## config.mk

```make
export PLATFORM = sky130hd
export DESIGN_NAME = phase_timer_flat
export DESIGN_NICKNAME = d
export VERILOG_FILES = /design/src/rtl/phase_timer_if.sv /design/src/rtl/phase_timer.sv /design/src/flat_wrapper.sv
export SDC_FILE = /design/constraint.sdc
export NUM_CORES = 1
export LEC_CHECK = 0
export CAP_MARGIN = 20
export CORE_AREA = 4 4 94 61
export CTS_CLUSTER_SIZE = 16
export DETAILED_ROUTE_END_ITERATION = 8
export DIE_AREA = 0 0 98 65
export HOLD_SLACK_MARGIN = 0.12
export PLACE_DENSITY = 0.74
export SYNTH_ARGS = -nofsm -noshare
export SYNTH_HDL_FRONTEND = slang
export SYNTH_SLANG_ARGS = --single-unit
```

## constraint.sdc

```tcl
create_clock -name clk -period 2.4 [get_ports clk]
set_input_delay 0.36 -clock clk [delete_from_list [all_inputs] [get_ports clk]]
set_output_delay 0.36 -clock clk [all_outputs]
set_load 0.02 [all_outputs]
```

## src/rtl/phase_timer_if.sv

```systemverilog
// Control/status bundle between the traffic-light FSM (master) and phase_timer (slave).
interface phase_timer_if #(
    parameter int SEC_W = 16
);
    logic             enable_general;
    logic             load;
    logic [SEC_W-1:0] seconds_to_count;
    logic             abort;
    logic             finished;
    logic [SEC_W-1:0] secs_left;
    logic             tick_1hz;

    modport master (
        output enable_general, load, seconds_to_count, abort,
        input  finished, secs_left, tick_1hz
    );

    modport slave (
        input  enable_general, load, seconds_to_count, abort,
        output finished, secs_left, tick_1hz
    );
endinterface

```

## src/rtl/phase_timer.sv

```systemverilog
// Phase-duration timer: prescales clk to 1 s ticks, counts a phase down, supports early abort.
// Build option FAST_SIM_EN: one "second" lasts 10 clk cycles regardless of CLK_HZ.
module phase_timer #(
    parameter int CLK_HZ     = 10000,
    parameter int SEC_W      = 16,
    parameter int MIN_REMAIN = 3
) (
    input  logic          clk,
    input  logic          reset_n,
    phase_timer_if.slave  bus
);

`ifdef FAST_SIM_EN
    localparam int PRE_W = ($clog2(CLK_HZ) > 4) ? $clog2(CLK_HZ) : 4;
    localparam logic [PRE_W-1:0] TERMINAL = PRE_W'(9);
`else
    localparam int PRE_W = ($clog2(CLK_HZ) < 1) ? 1 : $clog2(CLK_HZ);
    localparam logic [PRE_W-1:0] TERMINAL = PRE_W'(CLK_HZ - 1);
`endif

    typedef enum logic [1:0] {
        ST_OFF  = 2'd0,
        ST_DONE = 2'd1,
        ST_RUN  = 2'd2
    } state_t;

    state_t           state;
    logic [PRE_W-1:0] prescaler;
    logic [SEC_W-1:0] secs_left_q;
    logic             finished_q;
    logic             tick_q;

    // Priority inside one edge: disable > load > abort > tick decrement.
    always_ff @(posedge clk or negedge reset_n) begin
        if (!reset_n) begin
            state       <= ST_OFF;
            prescaler   <= '0;
            secs_left_q <= '0;
            finished_q  <= 1'b1;
            tick_q      <= 1'b0;
        end else begin
            tick_q <= 1'b0;
            if (!bus.enable_general) begin
                state       <= ST_OFF;
                prescaler   <= '0;
                secs_left_q <= '0;
                finished_q  <= 1'b1;
            end else begin
                case (state)
                    ST_OFF: begin
                        state <= ST_DONE;
                    end
                    ST_DONE, ST_RUN: begin
                        if (bus.load) begin
                            prescaler <= '0;
                            if (bus.seconds_to_count != '0) begin
                                state       <= ST_RUN;
                                secs_left_q <= bus.seconds_to_count;
                                finished_q  <= 1'b0;
                            end else begin
                                state       <= ST_DONE;
                                secs_left_q <= '0;
                                finished_q  <= 1'b1;
                            end
                        end else if (state == ST_RUN) begin
                            // An abort only ever shortens the phase, never lengthens it.
                            if (bus.abort && (secs_left_q > SEC_W'(MIN_REMAIN))) begin
                                secs_left_q <= SEC_W'(MIN_REMAIN);
                                prescaler   <= '0;
                            end else if (prescaler == TERMINAL) begin
                                prescaler   <= '0;
                                tick_q      <= 1'b1;
                                secs_left_q <= secs_left_q - SEC_W'(1);
                                if (secs_left_q == SEC_W'(1)) begin
                                    state      <= ST_DONE;
                                    finished_q <= 1'b1;
                                end
                            end else begin
                                prescaler <= prescaler + PRE_W'(1);
                            end
                        end
                    end
                    default: begin
                        state       <= ST_OFF;
                        prescaler   <= '0;
                        secs_left_q <= '0;
                        finished_q  <= 1'b1;
                    end
                endcase
            end
        end
    end

    assign bus.finished  = finished_q;
    assign bus.secs_left = secs_left_q;
    assign bus.tick_1hz  = tick_q;

endmodule

```

## src/flat_wrapper.sv

```systemverilog
// flat-port wrapper written by rule: the top's interface ports become plain ports
module phase_timer_flat 
#(
    parameter int CLK_HZ     = 10000,
    parameter int SEC_W      = 16,
    parameter int MIN_REMAIN = 3
)
  (clk, reset_n, bus_enable_general, bus_load, bus_seconds_to_count, bus_abort, bus_finished, bus_secs_left, bus_tick_1hz);
  phase_timer_if #(.SEC_W(SEC_W)) bus_i ();
  input  logic clk;
  input  logic reset_n;
  input wire logic [$bits(bus_i.enable_general)-1:0] bus_enable_general;
  input wire logic [$bits(bus_i.load)-1:0] bus_load;
  input wire logic [$bits(bus_i.seconds_to_count)-1:0] bus_seconds_to_count;
  input wire logic [$bits(bus_i.abort)-1:0] bus_abort;
  output wire logic [$bits(bus_i.finished)-1:0] bus_finished;
  output wire logic [$bits(bus_i.secs_left)-1:0] bus_secs_left;
  output wire logic [$bits(bus_i.tick_1hz)-1:0] bus_tick_1hz;
  assign bus_i.enable_general = bus_enable_general;
  assign bus_i.load = bus_load;
  assign bus_i.seconds_to_count = bus_seconds_to_count;
  assign bus_i.abort = bus_abort;
  assign bus_finished = bus_i.finished;
  assign bus_secs_left = bus_i.secs_left;
  assign bus_tick_1hz = bus_i.tick_1hz;
  phase_timer #(.CLK_HZ(CLK_HZ), .SEC_W(SEC_W), .MIN_REMAIN(MIN_REMAIN)) u_core (.clk(clk), .reset_n(reset_n), .bus(bus_i));
endmodule
```

==> results.py <==
metrics = {
    "clock_tree": {
        "insertion_delay_ns": 0.30,
        "numCtsBuffers": 5,
        "clock_path_buffers": 2,
        "tritoncts": "done",
        "h-tree-depth": 2,
        "clk_pin_slew_worst_paths_ns": 0.07,
        "hold_buffers": 0,
        "clock_sinks": 34,
        "root_buffer": "clkbuf_8",
    },
    "yosys": {
        "synth.ff_latch_count": 34,
        "async_reset_ff_frac": 1.00,
        "syn_area_mm2": 0.00212,
        "syn-instance-count": 234,
        "seq_area_frac_synth": 0.402,
        "syn-num-nets": 262,
        "yosys-top-cells-count": "dfrtp_1 (33), nor2_1 (23), nand2_1 (20), inv_1 (12)",
        "yosysTopAreaCell": "dfrtp_1",
        "yosysMostFrequentCell": "dfrtp_1",
        "yosysUniqueCellTypes": 50,
        "syn_area_per_cell_um2": 9.06,
        "synthTopCellsByArea": "dfrtp_1 (39%), ha_1 (4.1%), nor2_1 (4.1%), nand2_1 (3.5%), a22oi_1 (2.5%)",
        "yosysTopAreaCellShare": 0.390,
        "yosys_warnings": 0,
        "synth_edf_count": 0,
        "ys.flop_type": "dfrtp_1",
    },
    "global_routing": {
        "busiest_layer": "met1",
        "grt_pass1_wl_mm": 10.7,
        "met2_usage": 0.302,
        "met1_usage": 0.320,
        "grt-ovfl-total": 0,
        "antenna_found_initial": 0,
        "grt_pass1_vias": 2054,
        "grtUsageMet3": 0.0688,
        "grt_max_degree": 35,
        "grt_usage": 0.217,
    },
    "timing": {
        "min_period_ns": 2.45,
        "fin_hold_ws_ns": 0.481,
        "worstMarginPinSlew_ns": 0.595,
        "fin_crit_sh": 1.02,
        "relSlewSlack": 0.603,
        "hold_viol": 0,
        "maxSlewViolCount": 0,
        "fin_skew_ns": 0.00264,
        "fin_ws_ns": -0.0464,
        "grt_setup_unrepaired": "true",
        "finalSetupViolCount": 3,
        "fmax_mhz": 409,
    },
    "final_layout": {
        "finish.net_count": 333,
        "drive_gt1_frac": 0.199,
        "area_growth_pct": 39.1,
        "final_core_util": 0.604,
        "final_area_mm2": 0.00295,
        "diodes": 0,
    },
    "routing": {
        "via_count": 2234,
        "first_pass_iters": 5,
        "drt-total-wl_mm": 6.76,
        "wl_per_cell_um": 18.2,
        "antenna_left": 0,
        "drt_iter0_drc": 208,
        "viasPerCell": 6.01,
        "drcViolationCount": 0,
    },
    "critical_path": {
        "slowest_stage": "or4_4",
        "critPathMaxFanout": 6,
        "critical_path_class": "reg2reg",
        "end_kind": "register",
        "cp_slowest_stage_delay_ns": 0.63,
        "arrival_ns": 2.66,
        "crit_buf_inv": 1,
        "crit_family": "simple AND/OR/NAND/NOR gates",
        "worstPathCellList": "or4_4, or4_4, a211o_4, buf_4, a2bb2oi_1, o211ai_1",
        "timing.rr.start": "u_core.bus.secs_left[6]",
        "crit_top_cell": "or4_4",
        "worstPathRequired_ns": 2.61,
        "start_kind": "register",
        "startpoint": "u_core.bus.secs_left[6]",
    },
    "floorplanning": {
        "die-area_mm2": 0.00637,
        "rows": 20,
        "die_h_um": 65,
        "io_pins": 39,
        "core_area_mm2": 0.00488,
        "dieWidth_um": 98,
        "start_util": 0.434,
    },
    "outcome": {
        "status": "finished with violations",
        "violations": "setup timing",
    },
    "job": {
        "cap_violations": 0,
    },
    "pwr": {
        "power_mw": 3.05,
        "power_leakage_nw": 1.26,
        "ir_worst_vdd_uv": 769,
        "power.density_mw_per_mm2": 1030,
    },
    "place": {
        "place_area_mm2": 0.00282,
        "io_buffers": 38,
        "gp_congestion": 0.925,
        "dp_hpwl_mm": 5.14,
    },
    "worst_hold_path": {
        "hold_path_class": "in2async",
    },
}
==> layout by cell type (no fill, tap or decap), types with 7 or more instances in the layout <==
cell,Yosys,routed
nor3_1,7,7
nand2_1,20,19
buf_4,0,34
nor2_1,23,23
dfrtp_1,33,30
nor4_1,8,8
ha_1,7,7
inv_1,12,12
o22ai_1,7,7
clkdlybuf4s50_1,0,38
==> per-stage QoR <==
| step | cells | worst slack, ns | TNS (ns) |
|---|---|---|---|
| floorplan | 234 | -0.170 | -1.57 |
| global placement | 364 | -0.0212 | -0.0411 |
| detailed placement | 364 | -0.0499 | -0.407 |
| CTS | 372 | -0.0487 | -0.299 |
| global route | 372 | -0.0856 | -0.389 |
| finish | 372 | -0.0464 | -0.131 |
==> kinds of logic (layout without fill, tap and decap cells) <==
kind of cell               after synthesis  in the layout  share of synthesized area
AOI/OAI and AO/OA                       63             63                      0.228
and+or+nand+nor                         97             97                      0.239
xor gates and xnor gates                12             12                     0.0496
buffers and inverters                   21             93                     0.0396
adders and majority gates                7              7                     0.0413
DFF                                     34             34                      0.402
==> power breakdown <==
part	leakage, nW	switching, mW	internal, mW
clock	0.0482	0.221	0.231
combinational	0.750	1.06	0.813
sequential	0.462	0.0707	0.654
==> layer usage <==
layer | wire [um] | part of all wire
met5 | 0 | 0
met4 | 102 | 0.015
met2 | 2710 | 0.40
met1 | 3220 | 0.48
met3 | 726 | 0.11
==> state kept, by name (all words and copies together) (netlist names) <==
register,count
u_core.bus.secs_left,16
u_core.bus.tick_1hz,1
u_core.bus.finished,1
u_core.state,2
u_core.prescaler,14
==> layout make-up <==
type | instances | area, um^2
Multi-Input combinational cell | 179 | 1220
Timing Repair Buffer | 73 | 656
Clock buffer | 7 | 86.3
Clock inverter | 1 | 5.00
Sequential cell | 34 | 856
Tap cell | 66 | 82.6
Inverter | 12 | 45.0
Fill cell | 426 | 1930
==> worst paths after layout <==
kind,to,slack (ns),cells past startpoint
max in group asynchronous,u_core.bus.finished,1.57,2
worst min register to register,u_core.bus.finished,0.52,2
worst max-delay path,u_core.bus.secs_left[14],-0.05,6
worst max register to register,u_core.bus.secs_left[14],-0.05,6
min in group clk,u_core.bus.finished,0.52,2
worst min-delay path,u_core.bus.secs_left[12],0.48,2
==> repair_timing <==
action,4_1_cts,5_1_grt
cloned,0,0
setup buffers,0,1
setup endpoints to repair,17,30
hold endpoints to repair,0,0
pin swaps,3,6
resized for setup,4,6
(Power assumes the default switching activity.)
==> RTL edit, RTL diff (config.mk and constraints unchanged) <==
`CLK_HZ` is set to 10000 in 2 places; all go to 5000.
--- a/src/rtl/phase_timer.sv
+++ b/src/rtl/phase_timer.sv
@@ -3,3 +3,3 @@
 module phase_timer #(
-    parameter int CLK_HZ     = 10000,
+    parameter int CLK_HZ     = 5000,
     parameter int SEC_W      = 16,
--- a/src/flat_wrapper.sv
+++ b/src/flat_wrapper.sv
@@ -3,3 +3,3 @@
 #(
-    parameter int CLK_HZ     = 10000,
+    parameter int CLK_HZ     = 5000,
     parameter int SEC_W      = 16,
Formal check against the unedited RTL: same outputs for any inputs over 10 cycles, from zero or initial values and one cycle with reset_n low; that may be too few to reach the edited logic, so the function may still have changed.
==> RTL edit against the original RTL <==
  * Sequential cell count shrank 1
  * Hold slack lost 7.7 ps
  * Routed wire length grew 1.9%
  * Total power shrank 9.5%
  * Design area shrank 2.2%
  * Area after synthesis shrank 0.18%
  * Setup slack gained 140 ps
  * Critical endpoint is now u_core.bus.secs_left[8]$_DFFE_PN0P_
  * Largest power group unchanged
==> RTL edit: results <==
group,metric,value,unit
detailed_routing,drtPass1Iterations,5,
critical_path,arrival,2520,ps
global_routing,track_usage,22.7,%
synth,syn_area_per_cell,8.93,µm²
power,power_clock,0.442,mW
sta,whs,473,ps
synth,synthTopCellsByCount,"dfrtp_1, nor2_1, nand2_1, o21ai_0, nor4_1",
outcome,outcome,"complete, no violations",
layout,final_nets,330,
power,combPwrFrac,59.3,%
synth,synth_nets,265,
place,placed_area,0.00277,mm²
cts,cts.clk_slew.worst_paths,70,ps
cts,clkLatencyLatePin,290,ps
place,hpwl,5.22,mm
cts,cts_buffers,5,
global_routing,grt_pass1_wl,11.2,mm
global_routing,use_met3,7.20,%
power,internal_power,1.57,mW
place,post-place-ws,72.4,ps
place,gp_congestion,0.965,
critical_path,reg2reg_slack,90,ps
detailed_routing,dr.first_iter.drc_count,260,
power,p_total,2.76,mW
synth,ys_types,47,
sta,worstMarginPinSlew,602,ps
synth,yosys_warnings,0,
cts,root_buffer,"clkbuf_8",
layout,postLayoutCellArea,0.00288,mm²
detailed_routing,wl_met2,2.95,mm
detailed_routing,drt-met1-wl,3.22,mm
power,ir_drop,0.495,mV
global_routing,use_met1,32.5,%
critical_path,cp_slowest_cell,"or4b_4",
min_path,hold_path_class,"in -> async",
layout,drive_above_1_share,15.8,%
global_routing,use_met2,31.7,%
detailed_routing,dr_wl_met3,651,µm
detailed_routing,top_layer,"met4",
detailed_routing,wl,6.89,mm
layout,instances_no_fill,369,
global_routing,grt_pass1_vias,2163,
synth,synth-seq-area-share,39.1,%
critical_path,path_max_fanout,3,
layout,num-fill-cells,431,
critical_path,crit_path_max_incr_delay,550,ps
detailed_routing,vias_per_cell,6.13,
sta,min_period,2310,ps
power,p_leak,1.25,nW
sta,skew,7.33,ps
synth,ys_top_cells_by_area,"dfrtp_1, nor2_1, ha_1",
global_routing,grt_max_degree,34,
place,dp.cells,361,
==> RTL edit: worst paths after layout <==
| check | start | cells past startpoint | endpoint |
|---|---|---|---|
| max | u_core.bus.secs_left[6]$_DFFE_PN0P_ | 5 | u_core.bus.secs_left[8]$_DFFE_PN0P_ |
| min | reset_n | 2 | u_core.bus.tick_1hz$_DFF_PN0_ |
| max reg2reg | u_core.bus.secs_left[6]$_DFFE_PN0P_ | 5 | u_core.bus.secs_left[8]$_DFFE_PN0P_ |
| min reg2reg | u_core.prescaler[1]$_DFFE_PN0P_ | 2 | u_core.prescaler[1]$_DFFE_PN0P_ |
| max in group asynchronous | reset_n | 2 | u_core.bus.finished$_DFFE_PN1P_ |
| min in group clk | u_core.prescaler[1]$_DFFE_PN0P_ | 2 | u_core.prescaler[1]$_DFFE_PN0P_ |
==> RTL edit: cell families (layout without fill, tap and decap cells) <==
| logic type | count (synthesis) | after routing | synth area share, % |
|---|---|---|---|
| compound gates | 64 | 64 | 21.0 |
| buf+inv | 18 | 84 | 3.31 |
| fa+ha+maj | 7 | 7 | 4.14 |
| flops | 33 | 33 | 39.1 |
| simple gates | 103 | 103 | 27.5 |
| xor+xnor | 12 | 12 | 4.97 |
==> RTL edit: area by class of cell <==
| cell class | count | share of cell area, % |
|---|---|---|
| Clock buffer | 8 | 3.13 |
| Inverter | 7 | 0.911 |
| Multi-Input combinational cell | 186 | 43.0 |
| Sequential cell | 33 | 28.7 |
| Tap cell | 66 | 2.86 |
| Timing Repair Buffer | 69 | 21.4 |
==> RTL edit: what timing repair did <==
item                                    in CTS  in global routing
hold buffers                                 0                  0
endpoints found under the setup margin       0                  8
gates resized for setup                      0                  9
